### src/rtl/booth_ctrl.sv
// booth_ctrl: radix-2 Booth multiplier sequencer (load X/Y, N add/sub-and-shift steps, two-word output).
// Optional macro BOOTH_SKIP_ADD_EN folds no-op iterations into a single CHECK cycle.
`default_nettype none

module booth_ctrl #(
   parameter int N = 6
) (
   input  logic       clk,
   input  logic       rst,
   input  logic       start,
   input  logic [1:0] Y0YminusOne,
   output logic       ready,
   output logic       done,
   output logic       ldX,
   output logic       ldY,
   output logic       ldA,
   output logic       initA,
   output logic       initYminusOne,
   output logic       aBarS,
   output logic       shRA,
   output logic       shRY,
   output logic       ldYminusOne,
   output logic       selL,
   output logic       selR
);

   localparam int CW = $clog2(N + 1);
   localparam logic [CW-1:0] LAST = CW'(N);

   localparam logic [2:0] S_IDLE   = 3'd0;
   localparam logic [2:0] S_LOAD_X = 3'd1;
   localparam logic [2:0] S_LOAD_Y = 3'd2;
   localparam logic [2:0] S_CHECK  = 3'd3;
   localparam logic [2:0] S_SHIFT  = 3'd4;
   localparam logic [2:0] S_OUT_HI = 3'd5;
   localparam logic [2:0] S_OUT_LO = 3'd6;

   logic [2:0]    state, state_nxt;
   logic [CW-1:0] count, count_nxt;

   always_ff @(posedge clk) begin
      if (rst) begin
         state <= S_IDLE;
         count <= '0;
      end else begin
         state <= state_nxt;
         count <= count_nxt;
      end
   end

   always_comb begin
      state_nxt     = state;
      count_nxt     = count;
      ready         = 1'b0;
      done          = 1'b0;
      ldX           = 1'b0;
      ldY           = 1'b0;
      ldA           = 1'b0;
      initA         = 1'b0;
      initYminusOne = 1'b0;
      aBarS         = 1'b0;
      shRA          = 1'b0;
      shRY          = 1'b0;
      ldYminusOne   = 1'b0;
      selL          = 1'b0;
      selR          = 1'b0;
      case (state)
         S_IDLE: begin
            ready = 1'b1;
            if (start) state_nxt = S_LOAD_X;
         end
         S_LOAD_X: begin
            ldX       = 1'b1;
            state_nxt = S_LOAD_Y;
         end
         S_LOAD_Y: begin
            ldY           = 1'b1;
            initA         = 1'b1;
            initYminusOne = 1'b1;
            count_nxt     = '0;
            state_nxt     = S_CHECK;
         end
         S_CHECK: begin
            case (Y0YminusOne)
               2'b01: begin
                  ldA       = 1'b1;
                  state_nxt = S_SHIFT;
               end
               2'b10: begin
                  ldA       = 1'b1;
                  aBarS     = 1'b1;
                  state_nxt = S_SHIFT;
               end
               default: begin
`ifdef BOOTH_SKIP_ADD_EN
                  // No-op iteration: shift right here instead of spending a SHIFT cycle.
                  shRA        = 1'b1;
                  shRY        = 1'b1;
                  ldYminusOne = 1'b1;
                  count_nxt   = count + 1'b1;
                  state_nxt   = (count_nxt == LAST) ? S_OUT_HI : S_CHECK;
`else
                  state_nxt = S_SHIFT;
`endif
               end
            endcase
         end
         S_SHIFT: begin
            // Y-1 captures the pre-shift Y[0] because all three strobes land on one edge.
            shRA        = 1'b1;
            shRY        = 1'b1;
            ldYminusOne = 1'b1;
            count_nxt   = count + 1'b1;
            state_nxt   = (count_nxt == LAST) ? S_OUT_HI : S_CHECK;
         end
         S_OUT_HI: begin
            selL      = 1'b1;
            state_nxt = S_OUT_LO;
         end
         S_OUT_LO: begin
            selR      = 1'b1;
            done      = 1'b1;
            state_nxt = S_IDLE;
         end
         default: state_nxt = S_IDLE;
      endcase
   end

endmodule

`default_nettype wire

### config.mk
export PLATFORM = sky130hd
export DESIGN_NAME = booth_ctrl
export DESIGN_NICKNAME = d
export VERILOG_FILES = /design/src/rtl/booth_ctrl.sv
export SDC_FILE = /design/constraint.sdc
export NUM_CORES = 1
export LEC_CHECK = 0
export ABC_AREA = 1
export CORE_AREA = 2 2 39 41
export DETAILED_ROUTE_END_ITERATION = 10
export DIE_AREA = 0 0 41 43
export PLACE_DENSITY_LB_ADDON = 0.1
export SYNTH_ARGS = -nofsm -noshare
export SYNTH_HDL_FRONTEND = slang
export SYNTH_SLANG_ARGS = --single-unit
### constraint.sdc
create_clock -name clk -period 2.2 [get_ports clk]
set_input_delay 0.22 -clock clk [delete_from_list [all_inputs] [get_ports clk]]
set_output_delay 0.22 -clock clk [all_outputs]
set_load 0.005 [all_outputs]
Yosys cells after proc, flatten, opt, wreduce, memory -nomap -nowiden --
Index checks and enable logic that the tools add are counted.
Word-level totals: flip-flop bits (word level) 6, input bits 5, output and inout bits 13
Operators by class: add/subtract/negate cells 1, equality and inequality tests 10, mux-type cells 14, reductions and logical operators 3
Operators with widths (number):
- one-hot mux 3 bit (6 select lines) | 1
- equality test 3 bit (second input constant) | 4
- 2-to-1 mux 1 bit | 10
- equality test 3 x 2 -> 1 bit (second input constant) | 2
- 2-to-1 mux 3 bit | 2
- one-hot mux 3 bit (2 select lines) | 1
- adder 3 x 1 -> 3 bit (second input constant) | 1
- equality test 3 x 1 -> 1 bit (second input constant) | 1
- zero test 3 bit | 1
- equality test 2 x 1 -> 1 bit (second input constant) | 1
- equality test 2 bit (second input constant) | 1
- inequality test 2 bit (second input constant) | 1
- nonzero test 2 bit | 1
- OR reduction 2 bit | 1

Longest topological paths before layout --
Gate-level depths: netlist of run 1.
word-level depth 4, depth in mapped cells 6, gate-level depth less buffers 6

Least setup slack after synthesis of run 1 --
No wires, ideal clock.
path type register -> output, from reg state[2], to out initYminusOne, data arrival time 0.829 ns, path slack 1.151 ns, cell stages (with the launch flop) 5, cells stage by stage dfxtp_1 -> inv_2 -> nand3_1 -> inv_1 -> buf_4
On the way: cells in the longest elaborated chain, start to end 2
RTL lines:
- start, declared | RTL line 38 | logic [2:0] state, state_nxt;
- start signal, assigned | RTL line 46 | state <= state_nxt;
- equality test 3 x 2 -> 1 bit
- 2-to-1 mux 1 bit
- end, declared | RTL line 18 | output logic initYminusOne,
No other way between the ends.

Worst setup path after layout of run 1 --
from in Y0YminusOne[0], to out ldA
On the way: cells in the longest elaborated chain, start to end 4, elaborated cells on any way between the ends 5, classes of those cells eq/ne: 2; mux: 2; reduce/logical: 1
RTL lines:
- start, declared | RTL line 11 | input logic [1:0] Y0YminusOne,
- equality test 2 bit or equality test 2 x 1 -> 1 bit (tied branches) | RTL line 84 | case (Y0YminusOne)
- OR reduction 2 bit (no source line) *
- 2-to-1 mux 1 bit * | RTL line 84
- 2-to-1 mux 1 bit * | RTL line 67 | case (state)
- end, declared | RTL line 16 | output logic ldA,
Every way passes the cells marked *; elsewhere a longest branch is shown, timed or not.

==> flow_summary.json, run 1 <==
{
  "status": "finished clean",
  "fmax_mhz": 552,
  "antenna_found_initial": 0,
  "nNetsFinal": 89,
  "ctsResizeCount": 0,
  "critical_path_class": "input pin to output pin",
  "r2r-start": "state[2]",
  "dp_hpwl_um": 708,
  "cp_num_cells": 5,
  "cp_num_buf_inv": 3,
  "tns_ns": 0,
  "avgSynthCellArea_um2": 6.49,
  "dpl_worst_slack_ns": 0.381,
  "path_cells": "clkdlybuf4s50_1, inv_1, ha_1, nor2_1, clkdlybuf4s50_1",
  "synth_seq_area_share": 0.289,
  "postRouteAntennaNets": 0,
  "drv_slew": 0,
  "grt_pass1_vias": 411,
  "syn-instance-count": 64,
  "powerDensity_nw_per_um2": 500,
  "synthTopCellsByArea": "dfxtp_1, inv_1, nand2_1",
  "report.final.hold_viol_count": 0,
  "initial_utilization": 0.300,
  "crit_path_end_kind": "output pin",
  "fin_crit_ns": 1.81,
  "crit_slowest_cell": "clkdlybuf4s50_1",
  "required_ns": 1.98,
  "clkSinkCount": 6,
  "route.detailed.wl_per_inst_um": 9.08,
  "power.leakage_nw": 0.272,
  "wl_um": 863,
  "period_share": 0.823,
  "rsz0062_at_grt": "no",
  "cp.arrival_ns": 1.59,
  "antenna_cells": 0,
  "ys_types": 14,
  "reg2reg_slack_ns": 1.13,
  "yosys_warnings": 0,
  "yosys.area.top_type": "dfxtp_1",
  "clock_skew_ns": 0.000731,
  "hold_path.class": "register to register",
  "gp_congestion": 0.701,
  "remaining_drc_errors": 0,
  "r2r_cells": 5,
  "worst_path_most_repeated_cell": "clkdlybuf4s50_1",
  "viasPerCell": 4.44,
  "rows": 14,
  "dieArea_um2": 1760,
  "post_cts_buffers": 0,
  "start_kind": "input pin",
  "synth-seq-cells": 6,
  "dr_total_vias": 422,
  "synth_top_area_share": 0.289,
  "drt_first_pass_iters": 2,
  "drv_cap": 0,
  "grt_overflow": 0,
  "pin_count": 18,
  "synth_fp_nets": 72,
  "cp-endpoint": "ldA",
  "dieHeight_um": 43,
  "grt.total_usage": 0.120,
  "r2r-end": "state[1]",
  "setup_viol": 0,
  "grt_pass1_wl_mm": 1.44,
  "clockBufferDepth": 2,
  "final_layout_size_suffix_gt1_frac": 0.0759,
  "final_util": 0.427,
  "worstSkewPairLatency_ns": 0.24,
  "drt-initial-drc-count": 2,
  "io_buffers": 17,
  "cts_root_buf": "clkbuf_4",
  "htreeDepth": 1,
  "holdWs_ns": 0.508,
  "vdd_ir_drop_max_mv": 0.294,
  "cts_tree": "built",
  "startpoint": "Y0YminusOne[0]",
  "syn_area_um2": 415,
  "cp_top_family": "buffers and inverters",
  "cts_buffers": 3,
  "die-width_um": 41,
  "cts_hold_buf": 0,
  "crit_fanout": 1,
  "core-area_um2": 1380,
  "worst_slack_ns": 0.389,
  "cpPeakStageDelay_ns": 0.50,
  "area_delta_synth_final_pct": 42.2,
  "worstMarginPinSlew_ns": 0.247,
  "path_clk_slew_ns": 0.04,
  "relSlewSlack": 0.835,
  "grt_max_degree": 9
}
==> report_power, final <==
part           switching (mW)  leakage, nW  internal (mW)
Clock                  0.0346       0.0138         0.0614
Combinational          0.0347        0.209         0.0424
Sequential            0.00700       0.0488          0.115
==> Yosys cell counts <==
master and n:
inv_1 12, nand2_1 12, nand3_1 8, nor2_1 7, dfxtp_1 6, buf_4 5
a21oi_1 4, ha_1 3, nor3_1 2, a21boi_0 1, inv_2 1, nand2_2 1
nor2_4 1, o21ai_0 1
==> logic make-up (layout without fill, tap and decap cells) <==
kind of cell               count (synthesis)  count (layout)  synth area share
buffers and inverters                     18              33             0.208
adders and majority gates                  3               3            0.0904
and+or+nand+nor                           31              31             0.334
DFF                                        6               6             0.289
AOI/OAI and AO/OA                          6               6            0.0783
==> how the worst min path moves through the flow <==
stage | from | to | slack [ns] | depth (start not counted)
floorplan | rst | count[1] | 0.29 | 1
global placement | count[1] | count[1] | 0.50 | 2
detailed placement | count[1] | count[1] | 0.50 | 2
CTS | count[1] | count[1] | 0.51 | 2
global route | count[1] | count[1] | 0.54 | 2
finish | count[1] | count[1] | 0.51 | 2
==> registers in the layout (all words and copies together), names as in the netlist <==
signal and count:
count 3, state 3
==> final cells by class <==
type | instances | area, um^2
clock buffer | 3 | 22.5
tap | 16 | 20.0
sequential | 6 | 120
inverter | 13 | 48.8
timing repair buffer | 17 | 170
fill | 155 | 793
multi-input combinational | 40 | 209
==> stage by stage <==
step	cell area [um^2]	total power [mW]	cells
4_1_cts	591	0.302	95
5_1_grt	591	0.314	95
3_5_place_dp	568	0.202	92
6_report	591	0.295	95
3_3_place_gp	568	0.201	92
2_1_floorplan	415	0.164	64
==> placed cells by master (no fill, tap or decap), drive strengths merged <==
cell type | synthesis | final
a21oi | 4 | 4
clkbuf | 0 | 3
clkdlybuf4s50 | 0 | 17
nand2 | 13 | 13
o21ai | 1 | 1
nor3 | 2 | 2
inv | 13 | 13
a21boi | 1 | 1
nor2 | 8 | 8
dfxtp | 6 | 6
ha | 3 | 3
nand3 | 8 | 8
==> worst min-delay path: cells and delay by family, from the launching register on <==
kind	cells	cell delay (ns)
flip-flops	1	0.32
AND/OR/NAND/NOR	1	0.08
AO/OA/AOI/OAI	1	0.06
==> routing by layer <==
metal / vias up / GRT usage / wire (um)
met5: - / 0 / 0
met4: 0 / 0.0800 / 10
met3: 2 / 0.0314 / 64
met2: 13 / 0.184 / 388
met1: 185 / 0.136 / 400
li1: 222 / - / -
No activity file was read; power rests on OpenSTA's default activity.
==> run 2: changes to the inputs <==
clock period = 1.7 ns   (was 2.2 ns; I/O delays follow)
==> run 2 against run 1 <==
Final cell count grew 2.1%. Sequential cell count stayed put. Highest routed layer unchanged. Hold slack worse by 0.043 ns. Critical path depth is 1 lower. Die area did not move. Register-to-register slack worse by 0.51 ns. Worst setup slack lost 0.29 ns. Core utilization rose by 1.4 points. Cell area rose by 3.2%. Non-clock buffer count up 2. Clock skew increased by 0.0047 ns.
==> flow_summary.json, run 2 (synthesis results as in run 1) <==
{
  "status": "finished clean",
  "clock_skew_ns": 0.00538,
  "r2r-start": "state[1]",
  "grt_pass1_wl_mm": 1.47,
  "grt.total_usage": 0.124,
  "cts_root_buf": "clkbuf_4",
  "top_regs": "count: 3 flops, state: 3 flops",
  "drt_first_pass_iters": 3,
  "path_clk_slew_ns": 0.04,
  "worstMarginPinSlew_ns": 0.207,
  "htreeDepth": 1,
  "fin_cells": 97,
  "cts_tree": "built",
  "p_comb_frac": 0.264,
  "drv_cap": 0,
  "path_cells": "inv_1, nand2_2, nor2_4, clkdlybuf4s50_1",
  "cpPeakStageDelay_ns": 0.51,
  "critical_path_class": "register to output pin",
  "gp_congestion": 0.704,
  "clockBufferDepth": 2,
  "grt_overflow": 0,
  "clockPowerShare": 0.331,
  "dp_cells": 93,
  "grt_pass1_vias": 396,
  "reg2reg_slack_ns": 0.62,
  "wl_um": 893,
  "area_delta_synth_final_pct": 46.7,
  "crit_path_end_kind": "output pin",
  "power.leakage_nw": 0.306,
  "cp.arrival_ns": 1.43,
  "antenna_cells": 0,
  "rows": 14,
  "clkSinkCount": 6,
  "dieArea_um2": 1760,
  "switchingPower_mw": 0.104,
  "die-width_um": 41,
  "drt-initial-drc-count": 5,
  "required_ns": 1.53,
  "r2r_cells": 6,
  "r2r-end": "state[2]",
  "nNetsFinal": 91,
  "hold_start": "state[0]",
  "worstSkewPairLatency_ns": 0.24,
  "crit_fanout": 4,
  "place_area_um2": 576,
  "viasPerCell": 4.37,
  "p_int_mw": 0.287,
  "final_common_cell": "clkdlybuf4s50_1",
  "mostFrequentLayoutCells": "clkdlybuf4s50_1, inv_1, nand2_1",
  "io_buffers": 17,
  "rsz0062_at_grt": "no",
  "worst_slack_ns": 0.0998,
  "dp_hpwl_um": 708,
  "dieHeight_um": 43,
  "initial_utilization": 0.300,
  "fin_area_um2": 609,
  "fin_crit_ns": 1.60,
  "drv_slew": 0,
  "hold_end": "state[0]",
  "p_seq_frac": 0.404,
  "antenna_found_initial": 0,
  "final_util": 0.440,
  "final_layout_size_suffix_gt1_frac": 0.123,
  "core-area_um2": 1380,
  "hold_depth": 1,
  "remaining_drc_errors": 0,
  "powerDensity_nw_per_um2": 642,
  "route.detailed.wl_per_inst_um": 9.21,
  "start_kind": "register",
  "report.final.hold_viol_count": 0,
  "vdd_ir_drop_max_mv": 0.396,
  "postRouteAntennaNets": 0,
  "swShare": 0.266,
  "relSlewSlack": 0.861,
  "dpl_worst_slack_ns": -0.0187,
  "period_share": 0.941,
  "fmax_mhz": 625,
  "setup_viol": 0,
  "grt_max_degree": 8,
  "startpoint": "state[1]",
  "pin_count": 18,
  "hold_path.class": "register to register",
  "cts_buffers": 3,
  "dr_total_vias": 424,
  "crit_slowest_cell": "clkdlybuf4s50_1"
}
[run 2: changes by cell type in the layout (fill, tap and decap cells not counted)]
| cell | before | now |
|---|---|---|
| dfxtp_2 | 0 | 2 |
| dlymetal6s2s_1 | 0 | 1 |
| buf_4 | 0 | 2 |
| clkdlybuf4s50_1 | 17 | 15 |
| dfxtp_1 | 6 | 4 |
| dlygate4sd2_1 | 0 | 1 |
[run 2: power by group through the flow]
stage / Combinational (mW) / Sequential, mW / Clock [mW]
6_report: 0.104 / 0.158 / 0.130
3_5_place_dp: 0.104 / 0.160 / 0
2_1_floorplan: 0.0543 / 0.158 / 0
3_3_place_gp: 0.104 / 0.161 / 0
5_1_grt: 0.117 / 0.160 / 0.142
4_1_cts: 0.105 / 0.158 / 0.135
[run 2: final cells by class]
| class | count | area [um^2] |
|---|---|---|
| multi-input cells | 40 | 209 |
| clock buffers | 3 | 22.5 |
| repair buffers | 19 | 186 |
| well taps | 16 | 20.0 |
| fillers | 153 | 774 |
| inverters | 13 | 48.8 |
| flip-flops and latches | 6 | 123 |
[run 2: worst max path at each step]
stage,slack [ns],endpoint,cells after the start
final,0.1,shRY,4
after global routing,0.001,shRY,4
after CTS,0.05,shRA,4
after detailed placement,-0.02,ldA,5
after global placement,0.0007,ldA,5
after floorplan,0.70,initYminusOne,4
[run 2: critical path, delay by kind of cell, from the launching register on]
family / cells / cell delay (ns)
AND/OR/NAND/NOR: 2 / 0.25
buffers and inverters: 2 / 0.63
flip-flops: 1 / 0.32
[run 2: metal layers]
| metal | share of wire | GRT usage | up-vias |
|---|---|---|---|
| li1 | - | - | 228 |
| met3 | 0.066 | 0.0314 | 2 |
| met4 | 0.0090 | 0.0800 | 0 |
| met5 | 0 | 0 | - |
| met2 | 0.47 | 0.194 | 13 |
| met1 | 0.46 | 0.139 | 181 |
[run 2: stage by stage]
step / power [mW] / TNS [ns] / hold WS [ns]
finish: 0.391 / 0 / 0.464
global route: 0.419 / 0 / 0.501
CTS: 0.398 / 0 / 0.508
detailed placement: 0.264 / -0.0187 / 0.502
global placement: 0.265 / 0 / 0.495
floorplan: 0.213 / 0 / 0.239
[run 2: timing repair]
action	in CTS	in global routing
pin swaps	1	0
setup endpoints to repair	4	6
buffers inserted	1	0
gates cloned	0	0
hold buffers	0	0
gates resized for setup	2	2
==> run 3: changes to the inputs <==
SKIP_LAST_GASP = 1   (was unset)
==> results of run 3 <==
Same layout as run 2: the final DEF is identical, and so are final timing and power.
